$ cat config.mk
export PLATFORM = sky130hd
export DESIGN_NAME = axi4_slave_mem_flat
export DESIGN_NICKNAME = d
export VERILOG_FILES = /design/src/rtl/axi4_slave_mem_if.sv /design/src/rtl/axi4_slave_mem.sv /design/src/flat_wrapper.sv
export SDC_FILE = /design/constraint.sdc
export NUM_CORES = 1
export LEC_CHECK = 0
export CAP_MARGIN = 10
export CORE_MARGIN = 2
export CORE_UTILIZATION = 50
export DETAILED_ROUTE_END_ITERATION = 6
export PLACE_DENSITY = 0.7
export SYNTH_ARGS = -nofsm -noshare
export SYNTH_HDL_FRONTEND = slang
export SYNTH_SLANG_ARGS = --single-unit
$ cat constraint.sdc
create_clock -name clk_i -period 5.2 [get_ports clk_i]
set_clock_uncertainty 0.05 [all_clocks]
set_input_delay 1.3 -clock clk_i [delete_from_list [all_inputs] [get_ports clk_i]]
set_output_delay 1.3 -clock clk_i [all_outputs]
set_load 0.02 [all_outputs]
$ cat src/rtl/axi4_slave_mem_if.sv
// AXI4 single-beat channel bundle between a master and the memory slave.
// Clock and reset are carried separately as plain ports.
interface axi4_slave_mem_if #(
   parameter int DATA_WIDTH = 32
);
   logic                  awvalid;
   logic                  awready;
   logic [DATA_WIDTH-1:0] awaddr;
   logic                  wvalid;
   logic                  wready;
   logic [DATA_WIDTH-1:0] wdata;
   logic                  bvalid;
   logic [2:0]            bresp;
   logic                  bready;
   logic                  arvalid;
   logic                  arready;
   logic [2:0]            arid;
   logic [DATA_WIDTH-1:0] araddr;
   logic                  rvalid;
   logic                  rready;
   logic [2:0]            rid;
   logic [DATA_WIDTH-1:0] rdata;
   logic [2:0]            rresp;

   modport master (
      output awvalid, awaddr, wvalid, wdata, bready,
      output arvalid, arid, araddr, rready,
      input  awready, wready, bvalid, bresp,
      input  arready, rvalid, rid, rdata, rresp
   );

   modport slave (
      input  awvalid, awaddr, wvalid, wdata, bready,
      input  arvalid, arid, araddr, rready,
      output awready, wready, bvalid, bresp,
      output arready, rvalid, rid, rdata, rresp
   );
endinterface

$ cat src/rtl/axi4_slave_mem.sv
// Single-beat AXI4 slave backed by a word-addressed register file.
// Independent write (AW/W in any order) and read FSMs; all outputs registered.
module axi4_slave_mem #(
   parameter int DATA_WIDTH = 32,
   parameter int DEPTH      = 16
) (
   input logic              clk_i,
   input logic              aresetn,
   axi4_slave_mem_if.slave  bus
);
   localparam int OFF = (DATA_WIDTH == 64) ? 3 : 2;
   localparam int IW  = (DEPTH > 1) ? $clog2(DEPTH) : 1;
   localparam int HW  = DATA_WIDTH - OFF;
   localparam logic [2:0] OKAY   = 3'b000;
   localparam logic [2:0] SLVERR = 3'b010;

   typedef logic [DATA_WIDTH-1:0] word_t;

   typedef enum logic [1:0] {
      W_IDLE, W_AW, W_W, W_RESP
   } wstate_e;

   typedef enum logic {
      R_IDLE, R_DATA
   } rstate_e;

   word_t   mem_q [DEPTH];

   wstate_e wst_q;
   logic    awready_q, wready_q, bvalid_q;
   logic [2:0] bresp_q;
   word_t   awaddr_q, wdata_q;

   rstate_e rst_q;
   logic    arready_q, rvalid_q;
   logic [2:0] rid_q, rresp_q;
   word_t   rdata_q;

   logic    aw_hs, w_hs, ar_hs, commit_d;
   word_t   waddr_d, wdata_d;
   logic [HW-1:0] whi, rhi;
   logic    w_ok, r_ok;
   logic [IW-1:0] w_idx, r_idx;

   assign aw_hs = bus.awvalid & awready_q;
   assign w_hs  = bus.wvalid & wready_q;
   assign ar_hs = bus.arvalid & arready_q;

   // Pick the address/data source for the beat that completes the pair
   always_comb begin
      commit_d = 1'b0;
      waddr_d  = awaddr_q;
      wdata_d  = wdata_q;
      unique case (wst_q)
         W_IDLE: begin
            commit_d = aw_hs & w_hs;
            waddr_d  = bus.awaddr;
            wdata_d  = bus.wdata;
         end
         W_AW: begin
            commit_d = w_hs;
            wdata_d  = bus.wdata;
         end
         W_W: begin
            commit_d = aw_hs;
            waddr_d  = bus.awaddr;
         end
         default: ;
      endcase
   end

   assign whi   = waddr_d[DATA_WIDTH-1:OFF];
   assign w_ok  = (waddr_d[OFF-1:0] == '0) && ((whi >> IW) == '0);
   assign w_idx = whi[IW-1:0];

   assign rhi   = bus.araddr[DATA_WIDTH-1:OFF];
   assign r_ok  = (bus.araddr[OFF-1:0] == '0) && ((rhi >> IW) == '0);
   assign r_idx = rhi[IW-1:0];

   always_ff @(posedge clk_i) begin
      if (!aresetn) begin
         wst_q     <= W_IDLE;
         awready_q <= 1'b0;
         wready_q  <= 1'b0;
         bvalid_q  <= 1'b0;
         bresp_q   <= OKAY;
         awaddr_q  <= '0;
         wdata_q   <= '0;
         for (int i = 0; i < DEPTH; i++) mem_q[i] <= '0;
      end else if (commit_d) begin
         if (w_ok) mem_q[w_idx] <= wdata_d;
         bresp_q   <= w_ok ? OKAY : SLVERR;
         bvalid_q  <= 1'b1;
         awready_q <= 1'b0;
         wready_q  <= 1'b0;
         wst_q     <= W_RESP;
      end else begin
         unique case (wst_q)
            W_IDLE: begin
               if (aw_hs) begin
                  awaddr_q  <= bus.awaddr;
                  awready_q <= 1'b0;
                  wready_q  <= 1'b1;
                  wst_q     <= W_AW;
               end else if (w_hs) begin
                  wdata_q   <= bus.wdata;
                  awready_q <= 1'b1;
                  wready_q  <= 1'b0;
                  wst_q     <= W_W;
               end else begin
                  awready_q <= 1'b1;
                  wready_q  <= 1'b1;
               end
            end
            W_RESP: begin
               if (bus.bready) begin
                  bvalid_q  <= 1'b0;
                  awready_q <= 1'b1;
                  wready_q  <= 1'b1;
                  wst_q     <= W_IDLE;
               end
            end
            default: ;
         endcase
      end
   end

   // Read sees the pre-edge memory, so a same-edge write returns old data
   always_ff @(posedge clk_i) begin
      if (!aresetn) begin
         rst_q     <= R_IDLE;
         arready_q <= 1'b0;
         rvalid_q  <= 1'b0;
         rid_q     <= '0;
         rresp_q   <= OKAY;
         rdata_q   <= '0;
      end else begin
         unique case (rst_q)
            R_IDLE: begin
               if (ar_hs) begin
                  rdata_q   <= r_ok ? mem_q[r_idx] : '0;
                  rresp_q   <= r_ok ? OKAY : SLVERR;
                  rid_q     <= bus.arid;
                  rvalid_q  <= 1'b1;
                  arready_q <= 1'b0;
                  rst_q     <= R_DATA;
               end else begin
                  arready_q <= 1'b1;
               end
            end
            R_DATA: begin
               if (bus.rready) begin
                  rvalid_q  <= 1'b0;
                  arready_q <= 1'b1;
                  rst_q     <= R_IDLE;
               end
            end
            default: ;
         endcase
      end
   end

   assign bus.awready = awready_q;
   assign bus.wready  = wready_q;
   assign bus.bvalid  = bvalid_q;
   assign bus.bresp   = bresp_q;
   assign bus.arready = arready_q;
   assign bus.rvalid  = rvalid_q;
   assign bus.rid     = rid_q;
   assign bus.rdata   = rdata_q;
   assign bus.rresp   = rresp_q;
endmodule

$ cat src/flat_wrapper.sv
// flat-port wrapper written by rule: the top's interface ports become plain ports
module axi4_slave_mem_flat 
#(
   parameter int DATA_WIDTH = 32,
   parameter int DEPTH      = 16
)
  (clk_i, aresetn, bus_awvalid, bus_awaddr, bus_wvalid, bus_wdata, bus_bready, bus_arvalid, bus_arid, bus_araddr, bus_rready, bus_awready, bus_wready, bus_bvalid, bus_bresp, bus_arready, bus_rvalid, bus_rid, bus_rdata, bus_rresp);
  axi4_slave_mem_if #(.DATA_WIDTH(DATA_WIDTH)) bus_i ();
  input logic clk_i;
  input logic aresetn;
  input wire logic [$bits(bus_i.awvalid)-1:0] bus_awvalid;
  input wire logic [$bits(bus_i.awaddr)-1:0] bus_awaddr;
  input wire logic [$bits(bus_i.wvalid)-1:0] bus_wvalid;
  input wire logic [$bits(bus_i.wdata)-1:0] bus_wdata;
  input wire logic [$bits(bus_i.bready)-1:0] bus_bready;
  input wire logic [$bits(bus_i.arvalid)-1:0] bus_arvalid;
  input wire logic [$bits(bus_i.arid)-1:0] bus_arid;
  input wire logic [$bits(bus_i.araddr)-1:0] bus_araddr;
  input wire logic [$bits(bus_i.rready)-1:0] bus_rready;
  output wire logic [$bits(bus_i.awready)-1:0] bus_awready;
  output wire logic [$bits(bus_i.wready)-1:0] bus_wready;
  output wire logic [$bits(bus_i.bvalid)-1:0] bus_bvalid;
  output wire logic [$bits(bus_i.bresp)-1:0] bus_bresp;
  output wire logic [$bits(bus_i.arready)-1:0] bus_arready;
  output wire logic [$bits(bus_i.rvalid)-1:0] bus_rvalid;
  output wire logic [$bits(bus_i.rid)-1:0] bus_rid;
  output wire logic [$bits(bus_i.rdata)-1:0] bus_rdata;
  output wire logic [$bits(bus_i.rresp)-1:0] bus_rresp;
  assign bus_i.awvalid = bus_awvalid;
  assign bus_i.awaddr = bus_awaddr;
  assign bus_i.wvalid = bus_wvalid;
  assign bus_i.wdata = bus_wdata;
  assign bus_i.bready = bus_bready;
  assign bus_i.arvalid = bus_arvalid;
  assign bus_i.arid = bus_arid;
  assign bus_i.araddr = bus_araddr;
  assign bus_i.rready = bus_rready;
  assign bus_awready = bus_i.awready;
  assign bus_wready = bus_i.wready;
  assign bus_bvalid = bus_i.bvalid;
  assign bus_bresp = bus_i.bresp;
  assign bus_arready = bus_i.arready;
  assign bus_rvalid = bus_i.rvalid;
  assign bus_rid = bus_i.rid;
  assign bus_rdata = bus_i.rdata;
  assign bus_rresp = bus_i.rresp;
  axi4_slave_mem #(.DATA_WIDTH(DATA_WIDTH), .DEPTH(DEPTH)) u_core (.clk_i(clk_i), .aresetn(aresetn), .bus(bus_i));
endmodule
## After elaboration in Yosys (flattened, before gate mapping)

Memories as Yosys holds them, arrays and structs flattened.
Cells that the tools add are included.

| storage, ports and cells | value |
|---|---|
| word-level logic and storage cells | 89 |
| memories | 1 |
| output and inout bits | 46 |
| register bits after elaboration | 113 |
| memory bits (writable) | 512 |

Memories:

| name | depth | width | rd ports | clocked after Yosys merged registers in | wr ports | line | RTL |
|---|---|---|---|---|---|---|---|
| u_core.mem_q | 16 | 32 | 1 | 0 | 16 | axi4_slave_mem.sv:27 | `word_t mem_q [DEPTH];` |

| operators by class | value |
|---|---|
| muxes and demuxes | 37 |
| eq/ne operators | 8 |
| reductions and logical operators | 22 |
| bitwise gates (word level) | 8 |

Operators by type and width:

| cell | count |
|---|---|
| $mux W32 | 4 |
| $logic_not A30 Y1 | 2 |
| $reduce_or A32 Y1 | 1 |
| $mux W1 | 19 |
| $mux W2 | 6 |
| $pmux W1 S2 | 5 |
| $reduce_and A2 Y1 | 4 |
| $logic_not A2 Y1 | 3 |
| $reduce_and A3 Y1 | 2 |
| $reduce_bool A2 Y1 | 3 |
| $reduce_or A2 Y1 | 3 |
| $and A1 B1 Y1 | 4 |
| $eq A2 B2 Y1 const B | 2 |
| $mux W4 | 1 |
| $ne A2 B2 Y1 const B | 2 |
| $ne A4 B1 Y1 const B | 1 |
| $not A1 Y1 | 4 |
| $pmux W2 S2 | 1 |
| $reduce_and A4 Y1 | 1 |
| $ne A3 B2 Y1 const B | 1 |
| $pmux W1 S3 | 1 |
| $reduce_bool A3 Y1 | 1 |
| $eq A2 B1 Y1 const B | 1 |
| $logic_and A1 B1 Y1 | 2 |
| $ne A2 B1 Y1 const B | 1 |

## Longest topological paths before layout

Gate-level depths: netlist of the first run.

| logic depth | value |
|---|---|
| depth in word-level cells | 11 |
| mapped depth | 11 |
| depth with buffers taken out | 7 |

## Least setup slack after synthesis of the first run

OpenSTA, ideal clock, no wires.

| timing path | value |
|---|---|
| path kind | in2reg |
| start | input bus_awaddr[10] |
| end | memory u_core.mem_q[0][0] (netlist name), enable pin |
| arrival time | 4.726 ns |
| path buffers | 1 |
| setup slack | -0.046 ns |
| stages | 6 |
| cells stage by stage | nor4_1 nand4_1 nor3b_2 o21ai_1 buf_2 o31ai_1 |

RTL lines:

| item | line | RTL |
|---|---|---|
| start, declared | flat_wrapper.sv:12 | `input wire logic [$bits(bus_i.awaddr)-1:0] bus_awaddr;` |
| end, declared | axi4_slave_mem.sv:27 |  |

==> impl_metrics.ini, run 1 <==
[status]
status = completed

[global_route]
first_global_vias = 18175
grt_pass1_wl_mm = 108
overflow = 0
pin_count_of_the_biggest_net_entering_global_routing = 69
grt.total_usage_pct = 25.5
antenna_violations_before_repair = 1

[critical_path]
data_required_time_of_the_critical_path_ps = 5480
arrival_ps = 4020
r2r_slack_ps = 1460
largest_fanout_on_the_critical_path = 32
timing.critical_path.from_type = register
critical_path.endpoint_type = register
critPathKind = reg2reg

[die]
die_height_um = 237
initial_core_util_pct = 50.4
floorplan.io_pins = 152
chipWidth_um = 237
floorplan.core_area_mm2 = 0.0537
die-area_mm2 = 0.0561
placement_rows = 85

[cts]
cts_buffers = 66
cts_root_buf = sky130_fd_sc_hd__clkbuf_16
tritoncts_clock_tree = yes
post_cts_resized = 0
clock-sinks = 621
clock_path_buffers = 3
clock_insertion_delay_worst_skew_ps = 600
worst_setup_hold_path_clk_slew_ps = 60
cts-hold-fix-buffers = 0
cts-htree-levels = 3
postCtsSetupRepairBufs = 0

[route]
antenna_violating_nets_post_route = 0
total_vias_in_the_final_route = 17595
drc_markers = 0
drt_pre_antenna_iters = 6
via_per_inst = 6.02
detail_route.wl_per_cell_um = 24.1
postRouteWirelength_mm = 70.4
starting_drc_count_in_detailed_routing = 1877

[layout]
layout.cells.most_common_list = sky130_fd_sc_hd__nor2_1, sky130_fd_sc_hd__edfxtp_1, sky130_fd_sc_hd__nand2_1
mostFrequentLayoutCell = sky130_fd_sc_hd__nor2_1
ff_latch_area_mm2 = 0.0176
multi_input_area_mm2 = 0.00900
final_net_count = 2283
post_route_cells_drive_above_1_share_pct = 16.6
non_filler_cells_in_the_finished_layout = 2923
area.growth.synth_to_final_pct = 16.0
antenna-diode-count = 0
fillCellCount = 4120

[yosys]
synth.yosys.warnings = 0
post_synth_inst_count = 2056
synthSimpleGateAreaFrac_pct = 14.4
synth_edf_count = 512
ys_dominant_reg_cell = sky130_fd_sc_hd__edfxtp_1
ys_seq_area_share_pct = 64.8
synth_area_mm2 = 0.0271
synth_async_sr_flop_share_pct = 0
yosys.cell_types.count = 52
combinational_family_with_the_most_area_after_synthesis = simple AND/OR/NAND/NOR gates
ys_ff_latch = 621
synth-compound-area-share_pct = 5.41
synthXorXnorAreaFrac_pct = 0
synth_fa_ha_area_share_pct = 0.185
post_synth.cell_area_avg_um2 = 13.2
synth.mux.area_fraction_pct = 12.2

[placement]
finalWeightedCongestion = 0.799
dp_hpwl_mm = 42.5
io_buffers = 147
placedCellCount = 2800

[flow_run]
maxCapViolations = 0

[sta]
maximum_achievable_frequency_mhz = 267
finalCriticalPeriod_ps = 3740
unrepaired_setup_endpoints_after_global_routing = false
fin_crit_sh_pct = 71.9
final-max-slew-violation-count = 0
setup_viol = 0
worst_slew_pin_slew_ps = 1180
timing_hold_violations_final = 0
slew-limit-headroom_pct = 20.9

[power]
leakage_nw = 10.3
report.power.total_mw = 12.4
ir_worst_vdd_mv = 0.362
pwr_cell_area_mw_per_mm2 = 395

[worst_hold_path]
timing.hold.worst.class = reg2reg
[flip-flops by register name, indices dropped and copies added (netlist names), 2 cells and up]
name              cells
u_core.mem_q        512
u_core.awaddr_q      32
u_core.bus.rdata     32
u_core.wdata_q       32
u_core.bus.rid        3
u_core.wst_q          2
[where the power goes]
group | switching (mW) | internal (mW) | total, mW | leakage (nW)
clock | 1.94 | 2.55 | 4.49 | 0.990
sequential | 0.0915 | 5.59 | 5.68 | 6.17
combinational | 1.51 | 0.737 | 2.25 | 3.16
[final cells by class]
cell class	count	area share [%]
clock buffers	93	5.77
clock inverters	29	0.697
inverters	6	0.0796
multi-input cells	1275	28.6
flip-flops and latches	621	55.9
well taps	696	2.77
repair buffers	203	6.15
[worst max-delay path, stage by stage (launching register included)]
cell	delay, ps
sky130_fd_sc_hd__dfxtp_1	360
sky130_fd_sc_hd__inv_1	90
sky130_fd_sc_hd__ha_1	360
sky130_fd_sc_hd__or2_1	510
sky130_fd_sc_hd__nor3b_2	290
sky130_fd_sc_hd__buf_4	220
sky130_fd_sc_hd__o211ai_4	910
sky130_fd_sc_hd__buf_4	530
sky130_fd_sc_hd__nor2_1	110
[Yosys cell counts, types with 4 or more instances]
master	instances	area, um2
sky130_fd_sc_hd__nand3_1	7	35.0
sky130_fd_sc_hd__nor3_1	5	25.0
sky130_fd_sc_hd__mux2i_1	35	350
sky130_fd_sc_hd__or2_2	34	213
sky130_fd_sc_hd__o211ai_4	7	149
sky130_fd_sc_hd__a221oi_1	30	263
sky130_fd_sc_hd__inv_1	6	22.5
sky130_fd_sc_hd__o21ai_0	42	210
sky130_fd_sc_hd__edfxtp_1	512	15400
sky130_fd_sc_hd__dfxtp_1	109	2180
sky130_fd_sc_hd__nand2_1	172	646
sky130_fd_sc_hd__buf_6	13	146
sky130_fd_sc_hd__nand2b_1	36	225
sky130_fd_sc_hd__a31oi_1	5	31.3
sky130_fd_sc_hd__nor4_1	22	138
sky130_fd_sc_hd__buf_2	65	325
sky130_fd_sc_hd__nand4_1	4	25.0
sky130_fd_sc_hd__a22o_1	30	263
sky130_fd_sc_hd__ha_1	4	50.1
sky130_fd_sc_hd__a21oi_1	70	350
sky130_fd_sc_hd__or3_4	12	135
sky130_fd_sc_hd__o31ai_1	10	75.1
sky130_fd_sc_hd__or3_1	52	325
sky130_fd_sc_hd__clkbuf_1	67	251
sky130_fd_sc_hd__nor2_1	528	1980
sky130_fd_sc_hd__buf_4	10	75.1
sky130_fd_sc_hd__mux4_2	128	2880
sky130_fd_sc_hd__nor3_2	4	40.0
[metrics by stage]
stage	area, um2	hold WS (ps)	util (%)	setup TNS [ps]	worst slack, ps
finish	31400	402	58.5	0	1460
CTS	31400	405	58.4	0	1430
floorplan	27100	386	-	-8560	-46.1
global route	31400	423	58.5	0	1280
detailed placement	29400	397	54.7	0	971
global placement	29400	385	54.7	0	1010
[cell families (layout without fill, tap and decap cells)]
| family | after synthesis | after routing |
|---|---|---|
| AOI/OAI and AO/OA | 210 | 210 |
| and+or+nand+nor | 889 | 889 |
| DFF | 621 | 621 |
| buffers and inverters | 163 | 331 |
| muxes | 168 | 168 |
| adders and majority gates | 4 | 4 |
| other | 1 | 4 |
[final timing paths]
kind,depth (start not counted),from,endpoint
setup / recovery,8,u_core.wst_q[0]$_SDFFE_PN0P_,u_core.mem_q[1][15]$_SDFFCE_PN0P_
hold / removal,2,u_core.wdata_q[0]$_SDFFE_PN0P_,u_core.wdata_q[0]$_SDFFE_PN0P_
setup reg to reg,8,u_core.wst_q[0]$_SDFFE_PN0P_,u_core.mem_q[1][15]$_SDFFCE_PN0P_
hold reg to reg,2,u_core.wdata_q[0]$_SDFFE_PN0P_,u_core.wdata_q[0]$_SDFFE_PN0P_
[layer usage]
layer  track usage, %  vias to the layer above  wire (um)
met4             8.40                        0       1780
li1                 -                     7786          -
met3             4.26                      125       5710
met2             43.5                      827      35700
met5                0                        -          0
met1             33.6                     8857      27200
(Power assumes the default switching activity.)
==> run 2: changes to the inputs <==
--- a/config.mk
+++ b/config.mk
@@ -9,7 +9,7 @@
 export CORE_MARGIN = 2
 export CORE_UTILIZATION = 50
 export DETAILED_ROUTE_END_ITERATION = 6
-export PLACE_DENSITY = 0.7
+export PLACE_DENSITY = 0.68
 export SYNTH_ARGS = -nofsm -noshare
 export SYNTH_HDL_FRONTEND = slang
 export SYNTH_SLANG_ARGS = --single-unit
==> constraint.sdc (replaced) <==
create_clock -name clk_i -period 3.6 [get_ports clk_i]
set_clock_uncertainty 0.05 [all_clocks]
set_input_delay 0.9 -clock clk_i [delete_from_list [all_inputs] [get_ports clk_i]]
set_output_delay 0.9 -clock clk_i [all_outputs]
set_load 0.02 [all_outputs]
==> run 2 against run 1 <==
  * Setup slack lost 1000 ps
  * Sequential power grew 45%
  * Die area is the same
  * Clock-buffer cell count grew 6
  * Critical path depth is the same
  * Total power grew 45%
  * Register-to-register slack lost 1000 ps
  * Sequential cell count is the same
  * First-iteration DRC count grew 4.7%
  * Critical endpoint is now u_core.mem_q[3][12]$_SDFFCE_PN0P_
  * Largest power group unchanged
==> impl_metrics.ini, run 2 (synthesis gave the netlist of run 1 again) <==
[placement]
finalWeightedCongestion = 0.824
dp_slack_ps = 70.8
io_buffers = 147
dp_hpwl_mm = 45.3

[critical_path]
path_cells = inv_1, ha_1, or2_1, nor3_4, o21ai_2, buf_12, o31ai_4, buf_4
arrival_ps = 3360
cp_slowest_cell = sky130_fd_sc_hd__nor3_4
critical_path.endpoint_type = register
data_required_time_of_the_critical_path_ps = 3800
timing.rr.start = u_core.wst_q[0]$_SDFFE_PN0P_
critical_path.max_stage_delay_ps = 520
critPathKind = reg2reg
r2r_slack_ps = 440
path_buf_inv = 3
worst_setup_path_startpoint = u_core.wst_q[0]$_SDFFE_PN0P_
timing.critical_path.from_type = register
ff2ff_path_depth = 8
largest_fanout_on_the_critical_path = 15
reg_to_reg_end = u_core.mem_q[3][12]$_SDFFCE_PN0P_
cp_top_family = simple AND/OR/NAND/NOR gates

[status]
status = completed

[die]
die_height_um = 237
chipWidth_um = 237
die-area_mm2 = 0.0561
initial_core_util_pct = 50.4
floorplan.core_area_mm2 = 0.0537
floorplan.io_pins = 152
placement_rows = 85

[cts]
clock_path_buffers = 3
cts_buffers = 66
cts-hold-fix-buffers = 0
postCtsSetupRepairBufs = 0
worst_setup_hold_path_clk_slew_ps = 60
cts-htree-levels = 3
post_cts_resized = 0
cts_root_buf = sky130_fd_sc_hd__clkbuf_16
clock-sinks = 621
clock_insertion_delay_worst_skew_ps = 600
tritoncts_clock_tree = yes

[global_route]
grt.total_usage_pct = 26.9
antenna_violations_before_repair = 0
overflow = 0
grt_pass1_wl_mm = 112
first_global_vias = 18282
pin_count_of_the_biggest_net_entering_global_routing = 65

[route]
drc_markers = 0
via_per_inst = 6.06
total_vias_in_the_final_route = 17919
starting_drc_count_in_detailed_routing = 1966
postRouteWirelength_mm = 73.9
drt_pre_antenna_iters = 5
detail_route.wl_per_cell_um = 25.0
antenna_violating_nets_post_route = 0

[worst_hold_path]
timing.hold.worst_path_depth = 2
hold_path_startpoint = u_core.bus.rdata[22]$_SDFFE_PN0P_
hold_end = u_core.bus.rdata[22]$_SDFFE_PN0P_
timing.hold.worst.class = reg2reg

[power]
ir_worst_vdd_mv = 0.352
leakage_nw = 10.7
pwr_cell_area_mw_per_mm2 = 562

[sta]
unrepaired_setup_endpoints_after_global_routing = false
slew-limit-headroom_pct = 25.2
fin_tns_setup_ps = 0
timing_hold_violations_final = 0
timing.final.ws_setup_ps = 443
setup_viol = 0
maximum_achievable_frequency_mhz = 317
worst_slew_pin_slew_ps = 1120
fin_crit_sh_pct = 87.7
final-max-slew-violation-count = 0
finalCriticalPeriod_ps = 3160

[layout]
area.growth.synth_to_final_pct = 18.4
final_net_count = 2321
fillCellCount = 4093
mostFrequentLayoutCell = sky130_fd_sc_hd__nor2_1
post-route-util_pct = 59.7
max_ffs_per_register = 512
layout.cells.most_common_list = sky130_fd_sc_hd__nor2_1, sky130_fd_sc_hd__edfxtp_1, sky130_fd_sc_hd__nand2_1
max_flop_register = u_core.mem_q
post_route_cells_drive_above_1_share_pct = 17.7
antenna-diode-count = 0

[flow_run]
maxCapViolations = 0
==> run 2: cell types whose count changed in the layout (fill, tap and decap cells not counted), moves of 2 or more <==
cell,before,now
sky130_fd_sc_hd__buf_4,54,57
sky130_fd_sc_hd__clkbuf_16,67,69
sky130_fd_sc_hd__buf_12,2,38
sky130_fd_sc_hd__clkinv_1,10,7
sky130_fd_sc_hd__clkbuf_1,22,25
sky130_fd_sc_hd__inv_6,6,3
sky130_fd_sc_hd__bufinv_16,2,0
==> run 2: cell type report <==
type / count / area, um2 / share of cell area, %
tap: 696 / 871 / 2.71
clock inverter: 18 / 96.3 / 0.300
inverter: 6 / 25.0 / 0.0780
clock buffer: 99 / 1880 / 5.86
sequential: 621 / 17600 / 54.7
timing repair buffer: 241 / 2650 / 8.26
multi-input combinational: 1275 / 9000 / 28.1
==> run 2: per-stage QoR <==
stage	hold WS [ps]	area, um2	instances	power (mW)
4_1_cts	404	32100	2956	18.1
3_3_place_gp	391	30100	2839	11.7
2_1_floorplan	386	27200	2059	10.4
3_5_place_dp	391	30100	2839	11.8
5_1_grt	417	32100	2956	18.7
6_report	403	32100	2956	18.0
==> run 2: worst max path at each step <==
stage / endpoint / slack (ps) / cells after the start
6_report: u_core.mem_q[3][12]$_SDFFCE_PN0P_ / 440 / 8
5_1_grt: u_core.mem_q[3][12]$_SDFFCE_PN0P_ / 300 / 8
4_1_cts: u_core.mem_q[3][12]$_SDFFCE_PN0P_ / 450 / 8
3_5_place_dp: u_core.mem_q[11][6]$_SDFFCE_PN0P_ / 70 / 8
3_3_place_gp: u_core.mem_q[11][6]$_SDFFCE_PN0P_ / 100 / 8
2_1_floorplan: u_core.mem_q[0][0]$_SDFFCE_PN0P_ / -320 / 6
==> run 2: routing by layer <==
layer / wire (um) / part of all wire, % / GRT usage [%] / vias to the layer above
met2: 37300 / 50 / 46.1 / 898
met5: 0 / 0 / 0 / -
met1: 28500 / 38 / 35.6 / 9055
met3: 6550 / 8.9 / 4.31 / 112
li1: - / - / - / 7854
met4: 1610 / 2.2 / 7.73 / 0
==> run 2: worst reg2reg max path, delay by kind of cell (launching register included) <==
kind	cells	cell delay (ps)
and+or+nand+nor	2	1000
AOI/OAI and AO/OA	2	460
adders and majority gates	1	300
DFF	1	360
buffers and inverters	3	670
==> run 2: where the power goes <==
group | internal, mW | switching [mW]
registers | 8.08 | 0.138
logic | 1.19 | 2.26
clock network | 3.62 | 2.76
total | 12.9 | 5.16
